File: src/rtl/cordic_pipe_engine.sv
// Fully pipelined CORDIC engine for Givens-rotation QR.
// One micro-rotation per registered stage; vectoring, rotation and follow
// (replay of recorded direction bits) modes, with a valid/ready stream,
// global stall and a pass-through tag.
module cordic_pipe_engine #(
    parameter int DATA_W = 17,
    parameter int ANG_W  = 16,
    parameter int STAGES = 12,
    parameter int TAG_W  = 4
) (
    input  logic                clk,
    input  logic                rst_n,
    input  logic                in_valid,
    output logic                in_ready,
    input  logic [1:0]          in_mode,
    input  logic [DATA_W-1:0]   in_x,
    input  logic [DATA_W-1:0]   in_y,
    input  logic [ANG_W-1:0]    in_ang,
    input  logic [STAGES-1:0]   in_mu,
    input  logic                in_mu_inv,
    input  logic                in_bypass,
    input  logic [TAG_W-1:0]    in_tag,
    output logic                out_valid,
    input  logic                out_ready,
    output logic [DATA_W-1:0]   out_x,
    output logic [DATA_W-1:0]   out_y,
    output logic [ANG_W-1:0]    out_ang,
    output logic [STAGES-1:0]   out_mu,
    output logic                out_zero,
    output logic [TAG_W-1:0]    out_tag
);

    typedef enum logic [1:0] {
        MODE_VEC = 2'b00,
        MODE_ROT = 2'b01,
        MODE_FOL = 2'b10,
        MODE_RSV = 2'b11
    } mode_e;

    // Elementary angles atan(2^-i) in units of 2^-14 rad, scaled to ANG_W.
    function automatic logic signed [ANG_W-1:0] elem_ang(input int unsigned i);
        logic [15:0] t;
        case (i)
            0:       t = 16'd12867;
            1:       t = 16'd7596;
            2:       t = 16'd4013;
            3:       t = 16'd2037;
            4:       t = 16'd1022;
            5:       t = 16'd511;
            6:       t = 16'd255;
            7:       t = 16'd127;
            8:       t = 16'd63;
            9:       t = 16'd31;
            10:      t = 16'd15;
            11:      t = 16'd7;
            12:      t = 16'd3;
            13:      t = 16'd1;
            default: t = 16'd0;
        endcase
        return $signed(ANG_W'(t >> (16 - ANG_W)));
    endfunction

    // Stage registers
    logic signed [DATA_W-1:0] x_q     [STAGES];
    logic signed [DATA_W-1:0] y_q     [STAGES];
    logic signed [ANG_W-1:0]  ang_q   [STAGES];
    mode_e                    mode_q  [STAGES];
    logic                     inv_q   [STAGES];
    logic                     byp_q   [STAGES];
    logic                     zero_q  [STAGES];
    logic                     v_q     [STAGES];
    logic [TAG_W-1:0]         tag_q   [STAGES];
    logic [STAGES-1:0]        murec_q [STAGES];
    logic [STAGES-1:0]        mu_q    [STAGES];

    // Next-state values
    logic signed [DATA_W-1:0] x_d     [STAGES];
    logic signed [DATA_W-1:0] y_d     [STAGES];
    logic signed [ANG_W-1:0]  ang_d   [STAGES];
    mode_e                    mode_d  [STAGES];
    logic                     inv_d   [STAGES];
    logic                     byp_d   [STAGES];
    logic                     zero_d  [STAGES];
    logic                     v_d     [STAGES];
    logic [TAG_W-1:0]         tag_d   [STAGES];
    logic [STAGES-1:0]        murec_d [STAGES];
    logic [STAGES-1:0]        mu_d    [STAGES];

    // Per-stage operand sources (input port for stage 0, previous stage otherwise)
    logic signed [DATA_W-1:0] s_x     [STAGES];
    logic signed [DATA_W-1:0] s_y     [STAGES];
    logic signed [ANG_W-1:0]  s_ang   [STAGES];
    mode_e                    s_mode  [STAGES];
    logic                     s_inv   [STAGES];
    logic                     s_byp   [STAGES];
    logic                     s_zero  [STAGES];
    logic                     s_v     [STAGES];
    logic [TAG_W-1:0]         s_tag   [STAGES];
    logic [STAGES-1:0]        s_murec [STAGES];
    logic [STAGES-1:0]        s_mu    [STAGES];

    logic en;

    assign en       = !v_q[STAGES-1] || out_ready;
    assign in_ready = en;

    // Route each stage's operands: the input beat into stage 0, stage i-1 into stage i
    always_comb begin
        s_x[0]     = $signed(in_x);
        s_y[0]     = $signed(in_y);
        s_ang[0]   = (in_mode == MODE_ROT) ? $signed(in_ang) : '0;
        s_mode[0]  = mode_e'(in_mode);
        s_inv[0]   = in_mu_inv;
        s_byp[0]   = in_bypass;
        s_zero[0]  = (in_mode == MODE_VEC) && (in_x == '0) && (in_y == '0);
        s_v[0]     = in_valid;
        s_tag[0]   = in_tag;
        s_murec[0] = in_mu;
        s_mu[0]    = '0;
        for (int unsigned i = 1; i < STAGES; i++) begin
            s_x[i]     = x_q[i-1];
            s_y[i]     = y_q[i-1];
            s_ang[i]   = ang_q[i-1];
            s_mode[i]  = mode_q[i-1];
            s_inv[i]   = inv_q[i-1];
            s_byp[i]   = byp_q[i-1];
            s_zero[i]  = zero_q[i-1];
            s_v[i]     = v_q[i-1];
            s_tag[i]   = tag_q[i-1];
            s_murec[i] = murec_q[i-1];
            s_mu[i]    = mu_q[i-1];
        end
    end

    // Micro-rotation i: choose direction, update x/y/angle, record the mu bit
    always_comb begin
        logic                    dir;
        logic                    hold;
        logic signed [ANG_W-1:0] ang_n;
        dir   = 1'b0;
        hold  = 1'b0;
        ang_n = '0;
        for (int unsigned i = 0; i < STAGES; i++) begin
            x_d[i]     = s_x[i];
            y_d[i]     = s_y[i];
            ang_d[i]   = s_ang[i];
            mode_d[i]  = s_mode[i];
            inv_d[i]   = s_inv[i];
            byp_d[i]   = s_byp[i];
            zero_d[i]  = s_zero[i];
            v_d[i]     = s_v[i];
            tag_d[i]   = s_tag[i];
            murec_d[i] = s_murec[i];
            mu_d[i]    = s_mu[i];

            // Zero-input and bypassed follow beats keep x=y=ang and mu=0, so
            // their outputs land on the required values without an output mux.
            hold = s_zero[i] ||
                   (s_mode[i] != MODE_VEC && s_mode[i] != MODE_ROT && s_byp[i]);

            case (s_mode[i])
                MODE_VEC: dir = s_y[i][DATA_W-1];
                MODE_ROT: dir = ~s_ang[i][ANG_W-1];
                default:  dir = s_murec[i][i] ^ s_inv[i];
            endcase

            if (dir) begin
                ang_n = s_ang[i] - elem_ang(i);
            end else begin
                ang_n = s_ang[i] + elem_ang(i);
            end

            if (!hold) begin
                if (dir) begin
                    x_d[i] = s_x[i] - (s_y[i] >>> i);
                    y_d[i] = s_y[i] + (s_x[i] >>> i);
                end else begin
                    x_d[i] = s_x[i] + (s_y[i] >>> i);
                    y_d[i] = s_y[i] - (s_x[i] >>> i);
                end
                // Follow beats start at angle 0 and never accumulate.
                if (s_mode[i] == MODE_VEC || s_mode[i] == MODE_ROT) begin
                    ang_d[i] = ang_n;
                end
                mu_d[i][i] = dir;
            end
        end
    end

    // Pipeline registers: async clear, all stages advance together when enabled
    always_ff @(posedge clk or negedge rst_n) begin
        if (!rst_n) begin
            for (int unsigned i = 0; i < STAGES; i++) begin
                x_q[i]     <= '0;
                y_q[i]     <= '0;
                ang_q[i]   <= '0;
                mode_q[i]  <= MODE_VEC;
                inv_q[i]   <= 1'b0;
                byp_q[i]   <= 1'b0;
                zero_q[i]  <= 1'b0;
                v_q[i]     <= 1'b0;
                tag_q[i]   <= '0;
                murec_q[i] <= '0;
                mu_q[i]    <= '0;
            end
        end else if (en) begin
            for (int unsigned i = 0; i < STAGES; i++) begin
                x_q[i]     <= x_d[i];
                y_q[i]     <= y_d[i];
                ang_q[i]   <= ang_d[i];
                mode_q[i]  <= mode_d[i];
                inv_q[i]   <= inv_d[i];
                byp_q[i]   <= byp_d[i];
                zero_q[i]  <= zero_d[i];
                v_q[i]     <= v_d[i];
                tag_q[i]   <= tag_d[i];
                murec_q[i] <= murec_d[i];
                mu_q[i]    <= mu_d[i];
            end
        end
    end

    assign out_valid = v_q[STAGES-1];
    assign out_x     = x_q[STAGES-1];
    assign out_y     = y_q[STAGES-1];
    assign out_ang   = ang_q[STAGES-1];
    assign out_mu    = mu_q[STAGES-1];
    assign out_zero  = zero_q[STAGES-1];
    assign out_tag   = tag_q[STAGES-1];

endmodule

File: config.mk
export PLATFORM = sky130hd
export DESIGN_NAME = cordic_pipe_engine
export DESIGN_NICKNAME = d
export VERILOG_FILES = /design/src/rtl/cordic_pipe_engine.sv
export SDC_FILE = /design/constraint.sdc
export NUM_CORES = 2
export LEC_CHECK = 0
export CORE_MARGIN = 4
export CORE_UTILIZATION = 69
export DETAILED_ROUTE_END_ITERATION = 8
export PLACE_DENSITY = 0.87
export SLEW_MARGIN = 0
export SYNTH_ARGS = -nofsm -noshare
export SYNTH_HDL_FRONTEND = slang
export SYNTH_SLANG_ARGS = --single-unit
File: constraint.sdc
create_clock -name clk -period 13.3 [get_ports clk]
set_clock_uncertainty 0.15 [all_clocks]
set_input_delay 2.66 -clock clk [delete_from_list [all_inputs] [get_ports clk]]
set_output_delay 2.66 -clock clk [all_outputs]
set_load 0.05 [all_outputs]
Word-level counts from Yosys, hierarchy flattened
Cells that the tools add are included.
{ "op_classes": {"addsub": 71, "n_reduce_logical": 78, "n_bitwise": 24, "n_eq_ne": 24, "muxes": 133} }
{ "op_table": {"columns": ["op", "count"], "rows": [
  ["2-to-1 mux 16 bit", 61],
  ["2-to-1 mux 17 bit", 48],
  ["adder 16 bit", 12],
  ["subtractor 16 bit", 12],
  ["adder 17 x 10 -> 17 bit", 2],
  ["adder 17 x 11 -> 17 bit", 2],
  ["adder 17 x 12 -> 17 bit", 2],
  ["adder 17 x 13 -> 17 bit", 2],
  ["adder 17 x 14 -> 17 bit", 2],
  ["adder 17 x 15 -> 17 bit", 2],
  ["adder 17 x 16 -> 17 bit", 2],
  ["adder 17 x 6 -> 17 bit", 2],
  ["adder 17 x 7 -> 17 bit", 2],
  ["adder 17 x 8 -> 17 bit", 2],
  ["adder 17 x 9 -> 17 bit", 2],
  ["zero test 17 bit", 2],
  ["subtractor 17 x 10 -> 17 bit", 2],
  ["subtractor 17 x 11 -> 17 bit", 2],
  ["subtractor 17 x 12 -> 17 bit", 2],
  ["subtractor 17 x 13 -> 17 bit", 2],
  ["subtractor 17 x 14 -> 17 bit", 2],
  ["subtractor 17 x 15 -> 17 bit", 2],
  ["subtractor 17 x 16 -> 17 bit", 2],
  ["subtractor 17 bit", 2],
  ["16 further kinds", 157]
]} }
{ "word_totals": {"out_inout_bits": 69, "word_cells": 458, "register_bits": 926} }

Longest topological paths before layout
{ "logic_depth": {"depth_word": 9, "mapped_depth": 20, "ltp_nobuf": 17} }

Least setup slack after synthesis
OpenSTA, ideal clock, no wires.
{ "synth_timing": {"path_type": "in2out", "startpoint": "input port out_ready", "endpoint": "output port in_ready", "stages": 6, "slack_ps": 6308, "n_path_buf": 4, "arrival_time_ps": 4182, "path_cell_list": "nor2b_1 > inv_1 > clkbuf_1 > clkbuf_1 > clkbuf_1 > clkbuf_1"} }
{ "synth_via": {"elab_chain_len": 1} }
{ "synth_lines": {"columns": ["item", "line_no", "rtl"], "rows": [
  ["from (decl)", "24", "input logic out_ready,"],
  ["logical OR 1 bit", "104", "assign en = !v_q[STAGES-1] || out_ready;"],
  ["to (decl)", "14", "output logic in_ready,"]
]} }
Every way passes these cells.

Worst setup path in the final report
Same ends and word-level chain as after synthesis.

==> metrics.yaml <==
cts:
  hold_buffers: 0
  cts-root-buf: "clkbuf_16"
  clockBufferDepth: 3
  clk_latency_ns: 0.71
  cts_resized: 0
  numCtsBuffers: 95
  post-cts-setup-buffers: 0
  ctsHtreeMaxLevel: 3
  clock_sinks: 860
  clk_pin_slew_ns: 0.06
  cts_tree: "yes"
sta:
  setup_viol: 0
  final_hold_viol_count: 0
  drv_slew: 0
  fin_ws_ns: 5.44
  rsz0062_at_grt: "no"
  fin_crit_sh_pct: 59.1
  worstMarginPinSlew_ns: 0.991
  maxSlewHeadroom_pct: 32.2
  tns_ns: 0
  fmax_mhz: 127
  period_needed_ns: 7.86
critical_path:
  path_max_fanout: 70
  worstPathRequired_ns: 10.49
  critical_path_class: "input pin to output port"
  crit_path_max_incr_delay_ns: 0.81
  critPathBufInv: 4
  cp_cell_sequence: "clkdlybuf4s50_1, nor2b_4, buf_4, inv_8, clkdlybuf4s50_1"
  rr_startpoint: "s_y[84]"
  critPathSlowestCell: "clkdlybuf4s50_1"
  worstSetupEndpointType: "output port"
  critical-path-top-delay-family: "buffers and inverters"
  cp_data_arrival_time_ns: 5.05
  start_kind: "input pin"
  critPathLaunch: "out_ready"
  path_common_cell: "clkdlybuf4s50_1"
synth:
  syn_inst: 8533
  synth_edf_count: 0
  syn_area_um2: 67300
  yosysWarnings: 0
  ys_seq_elements: 860
  yosys.area.top_type_share_pct: 32.0
  synth_area_leaders: "dfrtp_1 32%, ha_1 11%, nand2_1 9.0%, a21oi_1 6.7%, xnor2_1 4.9%"
  synth_commonest_cells: "1608 x nand2_1, 903 x a21oi_1, 860 x dfrtp_1"
  ys.flop_type: "dfrtp_1"
  syn_nets: 9262
  synth.distinct_cells: 81
  synthArstFlopShare_pct: 100
  yosys.area.top_type: "dfrtp_1"
  yosysSeqAreaShare_pct: 32.0
  yosysMostFrequentCell: "nand2_1"
  avgSynthCellArea_um2: 7.89
global_routing:
  grt_max_degree: 221
  globalRouteTotalUtil_pct: 35.4
  antenna_found_initial: 1
  grt_pass1_vias: 60700
  grt_pass1_wl_mm: 304
  grt.overflow.total: 0
routing:
  wl_per_cell_um: 18.8
  remaining_drc_errors: 0
  drtAntennaViolNets: 0
  finalWirelength_mm: 184
  via_per_inst: 6.37
  drtIter0Drc: 5041
  vias: 62300
  dr.pass1.iters: 6
place:
  io_buffers: 142
  gp_congestion: 0.943
  place_ws_ns: 5.47
  dpl.hpwl_mm: 132
  placed_cell_area_um2: 69400
floorplan:
  rows: 114
  start_util_pct: 69.6
  die_h_um: 320
  core_um2: 96700
  ios: 143
  fp.dieArea_um2: 103000
  die_width_um: 320
cells_and_area:
  fin_area_um2: 72800
  syn_to_final_growth_pct: 8.21
  num_antenna_cells: 0
  fin_nets: 9158
  drive_gt1_share_pct: 3.70
hold_path:
  hold_path_class: "register to register"
  worstHoldStart: "mu_d[73]"
job:
  maxCapViolations: 0
status:
  outcome: "finished, final reports clean"
-- cell families (layout without fill, tap and decap cells) --
logic type | Yosys count | after routing | share of synthesized area, %
AND/OR/NAND/NOR | 3232 | 3232 | 20.7
AO/OA/AOI/OAI | 2458 | 2458 | 22.1
flip-flops | 860 | 860 | 32.0
adder cells (fa/ha/maj) | 655 | 655 | 12.6
buffers and inverters | 652 | 625 | 3.73
XOR/XNOR | 628 | 628 | 8.17
multiplexers | 48 | 48 | 0.732
-- worst reg2reg max path, stage by stage (launching register included) --
cell	delay, ns
dfrtp_1	0.67
o21ai_0	0.18
o21a_1	0.19
buf_4	0.24
inv_1	0.64
nor2_1	0.12
xor2_1	0.18
ha_1	0.33
a21oi_1	0.21
o21ai_0	0.20
o41a_1	0.42
o41ai_1	0.52
o21ai_0	0.30
and3_1	0.23
nor3_1	0.21
xor2_1	0.17
o21ai_0	0.08
-- state kept, by name (all words and copies together), names as in the netlist --
| name | count |
|---|---|
| out_ang | 16 |
| out_mu | 12 |
| byp_d | 11 |
| out_y | 17 |
| s_v | 11 |
| out_valid | 1 |
| out_x | 17 |
| s_x | 187 |
| s_zero | 11 |
| out_zero | 1 |
| out_tag | 4 |
| s_y | 187 |
| mode_d | 22 |
| murec_d | 66 |
| inv_d | 11 |
| mu_d | 66 |
| ang_q | 176 |
| s_tag | 44 |
-- cell type report --
| type | instances | area, um2 |
|---|---|---|
| clock inverters | 53 | 877 |
| clock buffers | 121 | 2610 |
| inverters | 246 | 931 |
| fillers | 7251 | 23900 |
| repair buffers | 205 | 1990 |
| flip-flops and latches | 860 | 21500 |
| well taps | 1276 | 1600 |
| multi-input cells | 7021 | 43300 |
-- metal layers --
| metal | global-route usage, % | wire, um | share of wire (%) | vias up |
|---|---|---|---|---|
| li1 | - | - | - | 29800 |
| met1 | 43.5 | 72800 | 40 | 29700 |
| met2 | 62.0 | 91200 | 50 | 2182 |
| met3 | 4.07 | 10600 | 5.8 | 619 |
| met4 | 17.6 | 9550 | 5.2 | 0 |
| met5 | 0 | 0 | 0 | - |
-- placed cells by master, fill, tap and decap left out, drive strengths merged, types with 200 or more instances in the layout --
cell type and n:
a21oi 903, dfrtp 860, ha 618, inv 246, nand2 1608, nor2 787
nor3 200, o21ai 584, xnor2 378, xor2 250
-- final timing paths --
path                       cells past startpoint  slack (ns)        to
hold reg to reg                                2        0.31  mu_d[61]
setup reg to reg                              16        8.10   s_y[67]
min in group asynchronous                      1        1.78  out_y[9]
max in group asynchronous                      3        8.88   s_x[90]
hold / removal                                 2        0.31  mu_d[61]
setup / recovery                               5        5.44  in_ready
-- stage by stage --
step	utilization (%)	std cells	hold slack (ns)
floorplan	-	8533	0.280
global placement	71.7	9608	0.299
detailed placement	71.7	9608	0.305
CTS	75.3	9782	0.315
global route	75.3	9782	0.331
finish	75.3	9782	0.312
Power is not shown: default switching activity piles up to over one toggle a cycle in this logic, so the estimate is an artifact.
